[config.mk]
export PLATFORM = sky130hd
export DESIGN_NAME = pipe_ctrl
export DESIGN_NICKNAME = d
export VERILOG_FILES = /design/src/rtl/pipe_ctrl.sv
export SDC_FILE = /design/constraint.sdc
export NUM_CORES = 1
export LEC_CHECK = 0
export BUFFER_PORTS_ARGS = -buffer_cell sky130_fd_sc_hd__buf_2
export CAP_MARGIN = 20
export CORE_ASPECT_RATIO = 0.8
export CORE_MARGIN = 5
export CORE_UTILIZATION = 29
export CTS_BUF_LIST = sky130_fd_sc_hd__clkbuf_8
export DETAILED_ROUTE_END_ITERATION = 12
export GPL_TIMING_DRIVEN = 0
export PLACE_DENSITY = 0.79
export SETUP_SLACK_MARGIN = 0.3
export SLEW_MARGIN = 20
export SYNTH_ARGS = -nofsm -noshare
export SYNTH_HDL_FRONTEND = slang
export SYNTH_SLANG_ARGS = --single-unit
[constraint.sdc]
create_clock -name clk -period 1.15 [get_ports clk]
set_input_delay 0.2875 -clock clk [delete_from_list [all_inputs] [get_ports clk]]
set_output_delay 0.2875 -clock clk [all_outputs]
set_load 0.05 [all_outputs]
[src/rtl/pipe_ctrl.sv]
//------------------------------------------------------------------------------
// pipe_ctrl -- pipeline control unit for the OpenMIPS core
//
// Purpose:
//   Merges stall requests from NUM_STAGES pipeline stages into one hold vector.
//   The vector covers the PC and each inter-stage register.
//   Sequences multi-cycle pipeline flushes and supplies pc_reg with the
//   redirect PC while a flush is active.
//
// Parameters:
//   NUM_STAGES   number of pipeline stages (IF..WB); stall_o is NUM_STAGES+1 bits
//   FLUSH_CYCLES cycles flush_o stays high per accepted flush, legal range 1..15
//   ADDR_W       width of the redirect PC
//   CNT_W        width of the performance counters
//
// Ports:
//   clk            in   clock, all state updates on the rising edge
//   rst            in   synchronous active-high reset; forces all control
//                       outputs low combinationally while asserted
//   stallreq_i     in   bit k = stage k requests a stall (0=IF, 1=ID, 2=EX ...)
//   flush_req_i    in   flush request (exception / eret / mispredict)
//   flush_pc_i     in   redirect target, sampled together with flush_req_i
//   stall_o        out  bit 0 = PC hold, bit j = hold the register feeding stage j
//   flush_o        out  clear all inter-stage registers to a bubble
//   new_pc_o       out  PC to load while flush_o is high
//   busy_o         out  high while a multi-cycle flush continues
//   stall_cycles_o out  cycles with any stall_o bit set
//   flush_count_o  out  number of accepted flush requests
//
// Build option:
//   Define PIPE_PERF_EN to build the two saturating performance counters.
//   When PIPE_PERF_EN is undefined, stall_cycles_o and flush_count_o are tied
//   to 0 and no counter flops exist.
//------------------------------------------------------------------------------
module pipe_ctrl #(
   parameter int NUM_STAGES   = 5,
   parameter int FLUSH_CYCLES = 1,
   parameter int ADDR_W       = 32,
   parameter int CNT_W        = 32
) (
   input  logic                  clk,
   input  logic                  rst,
   input  logic [NUM_STAGES-1:0] stallreq_i,
   input  logic                  flush_req_i,
   input  logic [ADDR_W-1:0]     flush_pc_i,
   output logic [NUM_STAGES:0]   stall_o,
   output logic                  flush_o,
   output logic [ADDR_W-1:0]     new_pc_o,
   output logic                  busy_o,
   output logic [CNT_W-1:0]      stall_cycles_o,
   output logic [CNT_W-1:0]      flush_count_o
);

   typedef enum logic {
      ST_RUN,
      ST_FLUSH
   } state_t;

   // The request cycle is the first flush cycle, so the continuation counter
   // loads with one fewer cycle.
   localparam logic [3:0] FCNT_LOAD = 4'(FLUSH_CYCLES - 1);
   localparam bit         MULTI     = (FLUSH_CYCLES > 1);

   state_t              state, state_nxt;
   logic [3:0]          fcnt, fcnt_nxt;
   logic [ADDR_W-1:0]   pc_q, pc_nxt;
   logic [NUM_STAGES:0] stall_dec;
   logic                req_or;

   //---------------------------------------------------------------------------
   // Stall decode.
   // The highest requesting stage k determines the vector: stall_dec[k+1:0] is
   // all ones and the bits above it are zero. For each bit j >= 1 this means
   // stall_dec[j] = OR of stallreq_i[NUM_STAGES-1 : j-1]. A running OR is
   // built from the top stage down. stall_dec[0] (PC hold) is then set
   // whenever any stage stalls.
   //---------------------------------------------------------------------------
   always_comb begin
      req_or    = 1'b0;
      stall_dec = '0;
      for (int j = NUM_STAGES - 1; j >= 0; j--) begin
         req_or         = req_or | stallreq_i[j];
         stall_dec[j+1] = req_or;
      end
      stall_dec[0] = req_or;
   end

   //---------------------------------------------------------------------------
   // State register. Reset is synchronous and has the highest priority.
   //---------------------------------------------------------------------------
   always_ff @(posedge clk) begin
      // NOTE: non-blocking assignments, so every flop samples values from
      // before the edge.
      if (rst) begin
         state <= ST_RUN;
         fcnt  <= '0;
         pc_q  <= '0;
      end else begin
         state <= state_nxt;
         fcnt  <= fcnt_nxt;
         pc_q  <= pc_nxt;
      end
   end

   //---------------------------------------------------------------------------
   // Next state and outputs.
   // Priority order: rst, then flush_req_i, then an active flush, then stalls.
   // In RUN the outputs are combinational, which gives zero-latency stall and
   // flush. Only the continuation of a flush is registered.
   //---------------------------------------------------------------------------
   always_comb begin
      // NOTE: every signal gets a default before any branch, so that no path
      // leaves a signal unassigned and infers a latch.
      state_nxt = state;
      fcnt_nxt  = fcnt;
      pc_nxt    = pc_q;
      stall_o   = '0;
      flush_o   = 1'b0;
      new_pc_o  = '0;
      busy_o    = 1'b0;

      if (!rst) begin
         if (flush_req_i) begin
            // A new request always wins. Inside FLUSH it restarts the
            // sequence and shows the new target in the same cycle.
            flush_o  = 1'b1;
            new_pc_o = flush_pc_i;
            busy_o   = (state == ST_FLUSH);
            if (MULTI) begin
               state_nxt = ST_FLUSH;
               fcnt_nxt  = FCNT_LOAD;
               pc_nxt    = flush_pc_i;
            end else begin
               state_nxt = ST_RUN;
               fcnt_nxt  = '0;
            end
         end else if (state == ST_FLUSH) begin
            // Stall requests are ignored while the pipeline is being cleared.
            flush_o  = 1'b1;
            busy_o   = 1'b1;
            new_pc_o = pc_q;
            if (fcnt <= 4'd1) begin
               state_nxt = ST_RUN;
               fcnt_nxt  = '0;
            end else begin
               fcnt_nxt = fcnt - 4'd1;
            end
         end else begin
            stall_o = stall_dec;
         end
      end
   end

   //---------------------------------------------------------------------------
   // Performance counters (saturating, cleared on rst).
   // stall_o and flush_o are already low during reset. The else branch
   // therefore counts only non-reset cycles.
   //---------------------------------------------------------------------------
`ifdef PIPE_PERF_EN
   logic [CNT_W-1:0] stall_cnt;
   logic [CNT_W-1:0] flush_cnt;

   always_ff @(posedge clk) begin
      if (rst) begin
         stall_cnt <= '0;
         flush_cnt <= '0;
      end else begin
         if ((|stall_o) && (stall_cnt != '1)) begin
            stall_cnt <= stall_cnt + CNT_W'(1);
         end
         if (flush_req_i && (flush_cnt != '1)) begin
            flush_cnt <= flush_cnt + CNT_W'(1);
         end
      end
   end

   assign stall_cycles_o = stall_cnt;
   assign flush_count_o  = flush_cnt;
`else
   assign stall_cycles_o = '0;
   assign flush_count_o  = '0;
`endif

endmodule
==> results of run 1 <==
cell type report:
type                       count  area, sq um  share of cell area (%)
buffer                        69          548                    21.1
clock buffer                   3         41.3                    1.59
clock inverter                 1         3.75                   0.145
inverter                       4         25.0                   0.965
multi-input combinational    126          866                    33.4
sequential                     5          109                    4.20
tap                           42         52.6                    2.03
timing repair buffer          94          947                    36.5
metrics by stage:
step	setup TNS (ns)	hold slack, ns
after CTS	-8.45	0.240
after detailed placement	-14.25	0.506
after floorplan	-1.00	0.364
final	-7.99	0.244
after global placement	-14.00	0.496
after global routing	-9.65	0.242
path summary, 6_finish.rpt:
path | slack, ns | depth (start not counted) | endpoint
min | 0.24 | 2 | fcnt[2]$_SDFFE_PP0P_
min reg2reg | 0.61 | 2 | fcnt[3]$_SDFFE_PP0P_
max reg2reg | -0.14 | 6 | fcnt[1]$_SDFFE_PP0P_
max | -0.30 | 6 | stall_o[1]
synth_stat cells:
master,n
buf_4,65
and2_1,32
nor2_1,9
dfxtp_1,5
clkbuf_2,3
inv_1,3
a21oi_1,2
ha_1,2
nand2_1,2
nor3_1,2
xnor2_1,2
a211oi_1,1
and3_1,1
and4b_2,1
buf_6,1
conb_1,1
inv_2,1
nor2_4,1
nor2b_4,1
nor4_1,1
nor4b_4,1
o311a_2,1
o41ai_4,1
or2_2,1
power by group through the flow:
stage	registers (W)	logic (W)	clock network [W]
floorplan	0.000175	0.000961	0
global placement	0.000175	0.00109	0
detailed placement	0.000175	0.00110	0
CTS	0.000170	0.00126	0.000329
global route	0.000169	0.00135	0.000357
finish	0.000170	0.00131	0.000328
sequential cells by signal, indices dropped and copies added (netlist names):
name   flops
fcnt       4
state      1
what timing repair did:
item,CTS,global route
buffers inserted,7,5
resized for setup,125,15
gates cloned,4,0
setup endpoints to repair,45,45
pin swaps,7,5
layer usage:
layer	track usage [%]	wire length [microns]	vias to the layer above
li1	-	-	629
met1	14.0	1270	544
met2	34.0	2770	59
met3	5.06	396	5
met4	2.15	29	0
met5	0	0	-
kinds of logic after synthesis:
| family | after synthesis | share of synthesized area (%) |
|---|---|---|
| AO/OA/AOI/OAI | 5 | 5.30 |
| flip-flops | 5 | 9.42 |
| other | 1 | 0.353 |
| AND/OR/NAND/NOR | 52 | 31.1 |
| adder cells (fa/ha/maj) | 2 | 2.36 |
| buffers and inverters | 73 | 49.8 |
| XOR/XNOR | 2 | 1.65 |
==> flow_metrics.py, run 1 <==
metrics = {
    "drt": {
        "drt_iter0_drc": 20,
        "wire_per_inst_microns": 13.0,
        "ant_nets": 0,
        "via_per_inst": 3.60,
        "drtPass1Iterations": 3,
        "wl_microns": 4460,
        "drc": 0,
        "via_count": 1237,
    },
    "clocking": {
        "clk_latency_ns": 0.22,
        "ctsLongestPathBuffers": 2,
        "numCtsBuffers": 3,
        "clkSlewWorstSetupHoldPaths_ns": 0.04,
        "cts_tree": "yes",
        "htree_levels": 1,
        "ctsHoldBuffers": 0,
        "cts-root-buf": "clkbuf_8",
        "numClockSinks": 5,
    },
    "die": {
        "pin_count": 144,
        "core.rowCount": 19,
        "dieArea_sq_um": 4980,
        "die_h_microns": 64.1,
        "start_util_pct": 30.6,
        "core_sq_um": 3470,
        "die_w_microns": 77.7,
    },
    "layout": {
        "fin_cells": 344,
        "nets": 345,
        "mostFrequentLayoutCell": "buf_4",
        "post-route-util_pct": 74.7,
        "mostFrequentLayoutCells": "buf_4 (71), conb_1 (64), buf_8 (42)",
        "antenna_cells": 0,
        "drive_above_1_share_pct": 74.5,
        "postLayoutCellArea_sq_um": 2590,
        "area_growth_pct": 144,
        "nFillCells": 250,
    },
    "placed_design": {
        "dpl_cell_area_sq_um": 1960,
        "gp_congestion": 0.710,
        "numPortBuffers": 79,
        "placed_cells": 324,
        "dp_slack_ns": -0.411,
        "dp_hpwl_microns": 3190,
    },
    "timing": {
        "post-route-min-period_ns": 1.45,
        "setup_violations": 44,
        "fmax_ghz": 0.688,
        "rsz0062_at_grt": "true",
        "skew_ns": 0.000746,
        "fin_crit_sh_pct": 126,
        "final_critical_path_setup_slack_ns": -0.303,
        "hold_violations": 0,
        "maxSlewViolCount": 0,
    },
    "worst_setup_path": {
        "cp_common_cell": "buf_6",
        "slowest_delay_ns": 0.31,
        "cp_slowest_cell": "dfxtp_2",
        "critPathBufInv": 4,
        "crit_start": "state$_SDFF_PP0_",
        "crit_type": "reg2out",
        "crit_path_end_kind": "output port",
        "startpoint_type": "register",
        "worstReg2RegStart": "state$_SDFF_PP0_",
        "crit_fanout": 4,
        "arrival_ns": 1.17,
        "path_cells": "buf_6 -> inv_8 -> nand2_8 -> a21oi_4 -> buf_6 -> buf_8",
        "path_delay_family": "buffers and inverters",
        "cp.required_ns": 0.86,
    },
    "power_and_ir_drop": {
        "clkPwrFrac_pct": 18.2,
        "total_power_w": 0.00180,
        "p_sw_w": 0.000939,
        "sw_frac_of_total_pct": 52.0,
        "power_leakage_nw": 1.45,
        "power.internal_w": 0.000865,
        "p_per_area_nw_per_um2": 696,
        "power_frac_comb_pct": 72.4,
        "p_seq_share_pct": 9.4,
        "peakVddDrop_mv": 0.619,
    },
    "synthesis": {
        "synth-seq-area-share_pct": 9.42,
        "synth.distinct_cells": 24,
        "synth_cells": 140,
        "syn_area_sq_um": 1060,
        "synth_top_area_share_pct": 45.9,
        "synthTopCellsByArea": "buf_4 (46%), and2_1 (19%), dfxtp_1 (9.4%), nor2_1 (3.2%), o41ai_4 (2.6%)",
        "ys_seq_elements": 5,
        "synth.largest_area_cell": "buf_4",
        "syn_avg_cell_area_sq_um": 7.59,
        "yosys_warnings": 0,
    },
    "run_status": {
        "violations": "setup timing",
        "status": "complete, but fails checks",
    },
    "run": {
        "cap_violations": 0,
    },
    "global_routing": {
        "grt_usage_pct": 15.7,
        "antenna_found_initial": 0,
        "grt_pass1_vias": 1189,
        "grt_max_degree": 8,
        "overflow": 0,
        "grt_pass1_wl_microns": 6240,
    },
    "min_path": {
        "hold_start": "flush_req_i",
        "hold_path_class": "in2reg",
    },
}
Note: power is estimated with default switching activity, not from simulation.
==> run 2, diff against run 1 <==
--- a/config.mk
+++ b/config.mk
@@ -5,15 +5,16 @@
 export SDC_FILE = /design/constraint.sdc
 export NUM_CORES = 1
 export LEC_CHECK = 0
+export ABC_AREA = 1
 export BUFFER_PORTS_ARGS = -buffer_cell sky130_fd_sc_hd__buf_2
 export CAP_MARGIN = 20
 export CORE_ASPECT_RATIO = 0.8
 export CORE_MARGIN = 5
-export CORE_UTILIZATION = 29
+export CORE_UTILIZATION = 30
 export CTS_BUF_LIST = sky130_fd_sc_hd__clkbuf_8
 export DETAILED_ROUTE_END_ITERATION = 12
 export GPL_TIMING_DRIVEN = 0
-export PLACE_DENSITY = 0.79
+export PLACE_DENSITY = 0.8
 export SETUP_SLACK_MARGIN = 0.3
 export SLEW_MARGIN = 20
 export SYNTH_ARGS = -nofsm -noshare
==> run 2 against run 1 <==
Against the previous run:
- the run still ends with setup timing left
- non-clock buffer count is 11 higher
- first-iteration DRC count is 75% higher
- sequential share of layout area is 0.61 points lower
- area after synthesis is 5.3% higher
- die area is 1.5% higher
- critical path depth is 1 lower
- maximum frequency is 1.3% lower
- clock power is 1% higher
- global-route usage is 5.1 points higher
- critical path type unchanged
==> flow_metrics.py, run 2 <==
metrics = {
    "clocking": {
        "clk_latency_ns": 0.22,
        "numClockSinks": 5,
        "cts-root-buf": "clkbuf_8",
        "numCtsBuffers": 3,
        "cts_tree": "yes",
        "htree_levels": 1,
        "ctsLongestPathBuffers": 2,
        "clkSlewWorstSetupHoldPaths_ns": 0.04,
    },
    "worst_setup_path": {
        "slowest_delay_ns": 0.38,
        "r2r_setup_slack_ns": 0,
        "cp_slowest_cell": "dfxtp_4",
        "crit_fanout": 5,
        "worstReg2RegStart": "state$_SDFF_PP0_",
        "arrival_ns": 1.19,
        "path_delay_family": "buffers and inverters",
        "crit_start": "state$_SDFF_PP0_",
        "worst-path-stages": 5,
        "cp_common_cell": "buf_6",
        "rr_endpoint": "fcnt[3]$_SDFFE_PP0P_",
        "path_cells": "inv_8 -> buf_4 -> buf_6 -> a21oi_4 -> buf_6",
        "startpoint_type": "register",
        "cp.required_ns": 0.86,
        "rr_worst_depth": 8,
        "crit_path_end_kind": "output port",
        "critPathBufInv": 4,
        "crit_type": "reg2out",
        "crit_end": "flush_o",
    },
    "drt": {
        "routed.top_layer": "met4",
        "drc": 0,
        "met3_length_microns": 432,
        "via_per_inst": 3.91,
        "wire_per_inst_microns": 13.7,
        "m1WireLength_microns": 1730,
        "ant_nets": 0,
        "wl_microns": 5470,
        "drt_iter0_drc": 35,
        "drtPass1Iterations": 4,
        "met2_wirelength_microns": 3240,
        "via_count": 1559,
    },
    "synthesis": {
        "synthXorXnorAreaFrac_pct": 0,
        "yosysMostFrequentCell": "buf_4",
        "ys_seq_elements": 5,
        "async_flop_share_pct": 0,
        "synth-seq-area-share_pct": 8.95,
        "syn_area_sq_um": 1120,
        "synth.largest_area_cell": "buf_4",
        "synth_common_cells": "buf_4 (66), nand2_1 (41), nor2_1 (41)",
        "syn_avg_cell_area_sq_um": 5.92,
        "synth.distinct_cells": 18,
        "synth_top_family_by_area": "buffers and inverters",
        "synthAdderAreaFrac_pct": 2.24,
        "synth_mux_area_share_pct": 0,
        "yosys_warnings": 0,
        "synth-main-ff-cell": "dfxtp_1",
        "synth-simple-area-share_pct": 33.3,
        "synth_cells": 189,
        "synthTopCellsByArea": "buf_4 (44%), nand2_1 (14%), nor2_1 (14%), dfxtp_1 (8.9%), inv_1 (3.0%)",
        "synth_edf_count": 0,
        "synth_top_area_share_pct": 44.3,
        "synth-compound-area-share_pct": 3.80,
    },
    "placed_design": {
        "dp_hpwl_microns": 3280,
        "numPortBuffers": 77,
        "placed_cells": 371,
        "dp_slack_ns": -0.425,
        "gp_congestion": 0.743,
    },
    "layout": {
        "largestRegisters": "fcnt: 4 flops, state: 1 flops",
        "largest_register_ffs": 4,
        "mostFrequentLayoutCell": "buf_4",
        "post-route-util_pct": 86.1,
        "multi_input_area_sq_um": 1060,
        "nets": 400,
        "nFillCells": 187,
        "regMostFlops": "fcnt",
        "fin_cells": 399,
        "area_growth_pct": 171,
        "mostFrequentLayoutCells": "buf_4 (75), conb_1 (64), buf_2 (37)",
        "antenna_cells": 0,
        "drive_above_1_share_pct": 69.7,
        "seqCellArea_sq_um": 109,
    },
    "power_and_ir_drop": {
        "power_leakage_nw": 1.55,
        "p_per_area_nw_per_um2": 666,
        "p_sw_w": 0.00108,
        "clkPwrFrac_pct": 16.5,
        "total_power_w": 0.00202,
        "sw_frac_of_total_pct": 53.3,
        "power_frac_comb_pct": 75.1,
        "peakVddDrop_mv": 0.717,
        "p_seq_share_pct": 8.4,
        "power.internal_w": 0.000941,
    },
    "die": {
        "core.rowCount": 19,
        "die_h_microns": 64.6,
        "start_util_pct": 31.8,
        "pin_count": 144,
        "dieArea_sq_um": 5060,
        "core_sq_um": 3520,
        "die_w_microns": 78.3,
    },
    "run_status": {
        "violations": "setup timing",
        "status": "complete, but fails checks",
    },
    "global_routing": {
        "grt_max_degree": 11,
        "grt_usage_pct": 20.8,
        "antenna_found_initial": 0,
        "overflow": 0,
        "grt_pass1_wl_microns": 8420,
        "grt_pass1_vias": 1721,
    },
    "timing": {
        "fin_crit_sh_pct": 128,
        "skew_ns": 0.00396,
        "hold_violations": 0,
        "fmax_ghz": 0.679,
        "final_critical_path_setup_slack_ns": -0.323,
        "setup_violations": 40,
        "post-route-min-period_ns": 1.47,
        "maxSlewViolCount": 0,
        "rsz0062_at_grt": "true",
    },
    "run": {
        "cap_violations": 0,
    },
    "min_path": {
        "hold_path_class": "in2reg",
    },
}
-- run 2: cell count changes after synthesis, sizes merged, moves of 3 or more --
| cell | previous run | this run |
|---|---|---|
| buf | 66 | 73 |
| clkbuf | 3 | 0 |
| a21oi | 2 | 6 |
| and2 | 32 | 0 |
| nand3 | 0 | 4 |
| nand2 | 2 | 41 |
| inv | 4 | 10 |
| nor2 | 10 | 43 |
-- run 2: layout make-up --
class | count | area share, %
Multi-Input combinational cell | 164 | 35.1
Timing Repair Buffer | 101 | 35.1
Buffer | 73 | 21.4
Sequential cell | 5 | 3.59
Tap cell | 42 | 1.73
Inverter | 10 | 1.57
Clock buffer | 3 | 1.36
Clock inverter | 1 | 0.124
-- run 2: tightest hold or removal path: stages --
cell and delay (ns):
buf_12 0.14, inv_2 0.07, nand2_2 0.07, a21oi_2 0.03
-- run 2: power by group through the flow --
stage               Combinational (W)  Clock (W)  Sequential [W]
finish                        0.00152   0.000332        0.000169
global route                  0.00158   0.000368        0.000169
CTS                           0.00146   0.000329        0.000169
detailed placement            0.00116          0        0.000175
global placement              0.00116          0        0.000175
floorplan                     0.00102          0        0.000175
-- run 2: cell families after synthesis --
kind of cell / after synthesis
and+or+nand+nor: 90
buffers and inverters: 83
AOI/OAI and AO/OA: 8
DFF: 5
adders and majority gates: 2
other: 1
-- run 2: worst min path at each step --
stage          slack, ns                  from  cells after the start              endpoint
2_1_floorplan       0.46  fcnt[1]$_SDFFE_PP0P_                      2  fcnt[1]$_SDFFE_PP0P_
3_3_place_gp        0.47  fcnt[1]$_SDFFE_PP0P_                      2  fcnt[1]$_SDFFE_PP0P_
3_5_place_dp        0.48  fcnt[1]$_SDFFE_PP0P_                      2  fcnt[1]$_SDFFE_PP0P_
4_1_cts             0.42                   rst                      4  fcnt[2]$_SDFFE_PP0P_
5_1_grt             0.42           flush_req_i                      4      state$_SDFF_PP0_
6_report            0.42           flush_req_i                      4      state$_SDFF_PP0_
-- run 2: stage by stage --
stage	area, sq um	setup TNS, ns	hold slack (ns)
finish	3030	-5.11	0.416
global placement	2050	-6.31	0.474
floorplan	1620	-6.50	0.456
CTS	2970	-4.65	0.417
global route	3030	-6.39	0.416
detailed placement	2050	-6.50	0.483
-- run 2: repair_timing --
action	CTS	global route
hold buffers	0	0
gates resized for setup	169	15
cloned	5	0
setup endpoints to repair	45	45
buffers inserted	17	2
pin swaps	37	3
-- run 2: metal layers --
layer	track usage (%)	vias to the layer above
met5	0	-
met4	5.46	0
met3	5.12	6
met2	44.2	80
met1	19.5	694
li1	-	779
==> run 3, diff against run 2 <==
--- a/config.mk
+++ b/config.mk
@@ -9,11 +9,10 @@
 export BUFFER_PORTS_ARGS = -buffer_cell sky130_fd_sc_hd__buf_2
 export CAP_MARGIN = 20
 export CORE_ASPECT_RATIO = 0.8
-export CORE_MARGIN = 5
 export CORE_UTILIZATION = 30
 export CTS_BUF_LIST = sky130_fd_sc_hd__clkbuf_8
 export DETAILED_ROUTE_END_ITERATION = 12
-export GPL_TIMING_DRIVEN = 0
+export GPL_TIMING_DRIVEN = 1
 export PLACE_DENSITY = 0.8
 export SETUP_SLACK_MARGIN = 0.3
 export SLEW_MARGIN = 20
==> run 3 against run 2 <==
Against the previous run:
- the run still ends with setup timing left
- first-iteration DRC count decreased by 37%
- wire length shrank 19%
- sequential power about the same
- utilization down 6.0 points
- combinational power down 6%
- setup slack improved by 0.080 ns
- global-route usage up 1.2 points
- critical path type unchanged
- critical endpoint is now stall_o[0]
- largest cell class is now multi-input combinational cells
- highest routed layer unchanged
==> flow_metrics.py, run 3 (synthesis gave the netlist of run 2 again) <==
metrics = {
    "worst_setup_path": {
        "slowest_delay_ns": 0.35,
        "path_cells": "inv_6 -> nand2_4 -> o21bai_4 -> nand2_4 -> buf_8",
        "critPathBufInv": 2,
        "arrival_ns": 1.11,
        "cp_slowest_cell": "dfxtp_4",
        "cp.required_ns": 0.86,
        "cp_common_cell": "nand2_4",
        "crit_fanout": 4,
        "crit_type": "reg2out",
        "path_delay_family": "flip-flops",
        "crit_path_end_kind": "output port",
        "startpoint_type": "register",
    },
    "global_routing": {
        "grt_usage_pct": 22.0,
        "overflow": 0,
        "grt_pass1_wl_microns": 6650,
        "antenna_found_initial": 0,
        "grt_max_degree": 9,
        "grt_pass1_vias": 1293,
    },
    "drt": {
        "drt_iter0_drc": 22,
        "drc": 0,
        "wire_per_inst_microns": 13.4,
        "drtPass1Iterations": 4,
        "ant_nets": 0,
        "via_per_inst": 4.14,
        "wl_microns": 4450,
        "via_count": 1374,
    },
    "timing": {
        "setup_violations": 40,
        "final_critical_path_setup_slack_ns": -0.243,
        "post-route-min-period_ns": 1.39,
        "rsz0062_at_grt": "true",
        "maxSlewViolCount": 0,
        "hold_violations": 0,
        "fmax_ghz": 0.718,
        "fin_crit_sh_pct": 121,
        "whs_ns": 0.505,
        "skew_ns": 0.00103,
    },
    "layout": {
        "nets": 333,
        "regMostFlops": "fcnt",
        "area_growth_pct": 150,
        "fin_cells": 332,
        "drive_above_1_share_pct": 71.0,
        "nFillCells": 209,
        "largestRegisters": "fcnt: 4 flops, state: 1 flops",
        "antenna_cells": 0,
        "seqCellArea_sq_um": 111,
        "largest_register_ffs": 4,
        "mostFrequentLayoutCell": "conb_1",
        "mostFrequentLayoutCells": "conb_1 (64), nor2_4 (37), buf_2 (37)",
        "multi_input_area_sq_um": 1300,
    },
    "run_status": {
        "violations": "setup timing",
        "status": "complete, but fails checks",
    },
    "clocking": {
        "ctsLongestPathBuffers": 2,
        "htree_levels": 1,
        "clk_latency_ns": 0.22,
        "numClockSinks": 5,
        "cts_tree": "yes",
        "numCtsBuffers": 3,
        "clkSlewWorstSetupHoldPaths_ns": 0.04,
        "cts-root-buf": "clkbuf_8",
        "ctsHoldBuffers": 0,
    },
    "die": {
        "core_sq_um": 3490,
        "dieArea_sq_um": 3980,
        "start_util_pct": 32.0,
        "die_w_microns": 70.3,
        "pin_count": 144,
        "core.rowCount": 19,
        "die_h_microns": 56.6,
    },
    "placed_design": {
        "gp_congestion": 0.708,
        "dp_slack_ns": -0.297,
        "dp_hpwl_microns": 2000,
        "numPortBuffers": 79,
        "placed_cells": 310,
    },
    "power_and_ir_drop": {
        "peakVddDrop_mv": 0.483,
        "total_power_w": 0.00191,
        "power_leakage_nw": 1.36,
        "p_per_area_nw_per_um2": 683,
    },
    "min_path": {
        "hold_path_class": "reg2reg",
    },
    "run": {
        "cap_violations": 0,
    },
}
run 3: worst register-to-register path, stage by stage (launching register included):
cell and delay (ns):
dfxtp_4 0.36, inv_4 0.05, ha_4 0.22, or2_1 0.22, a21oi_2 0.11
run 3: path summary, 6_finish.rpt:
check | depth (start not counted) | startpoint | slack, ns | end
min | 2 | fcnt[3]$_SDFFE_PP0P_ | 0.51 | fcnt[3]$_SDFFE_PP0P_
max | 5 | state$_SDFF_PP0_ | -0.24 | stall_o[0]
min reg2reg | 2 | fcnt[3]$_SDFFE_PP0P_ | 0.51 | fcnt[3]$_SDFFE_PP0P_
max reg2reg | 4 | fcnt[1]$_SDFFE_PP0P_ | 0.12 | fcnt[1]$_SDFFE_PP0P_
run 3: power by group:
group          switching (W)  internal [W]  total [W]
Clock              0.0000830      0.000229   0.000312
Sequential                 0      0.000167   0.000167
Combinational       0.000994      0.000438    0.00143
run 3: per-stage QoR:
step	util, %	setup TNS (ns)	instance area [sq um]
final	80.1	-4.89	2800
after global routing	80.1	-5.97	2800
after CTS	74.7	-4.43	2610
after detailed placement	45.3	-10.03	1580
after global placement	45.3	-9.60	1580
after floorplan	-	-6.50	1620
run 3: cell type report:
type	instances	share of cell area, %
multi-input cells	164	46.6
clock buffers	3	1.48
repair buffers	107	44.3
inverters	10	1.70
well taps	42	1.88
flip-flops and latches	5	3.98
clock inverters	1	0.134
run 3: metal layers:
| layer | part of all wire [%] | vias up | global-route usage, % |
|---|---|---|---|
| met3 | 5.5 | 11 | 4.13 |
| li1 | - | 652 | - |
| met2 | 59 | 83 | 44.4 |
| met4 | 2.2 | 0 | 6.00 |
| met1 | 33 | 628 | 22.6 |
| met5 | 0 | - | 0 |
run 3: repair_timing:
item	CTS	global route
gates resized for setup	190	37
setup endpoints to repair	45	45
gates cloned	8	0
buffers inserted	7	3
pin swaps	28	31
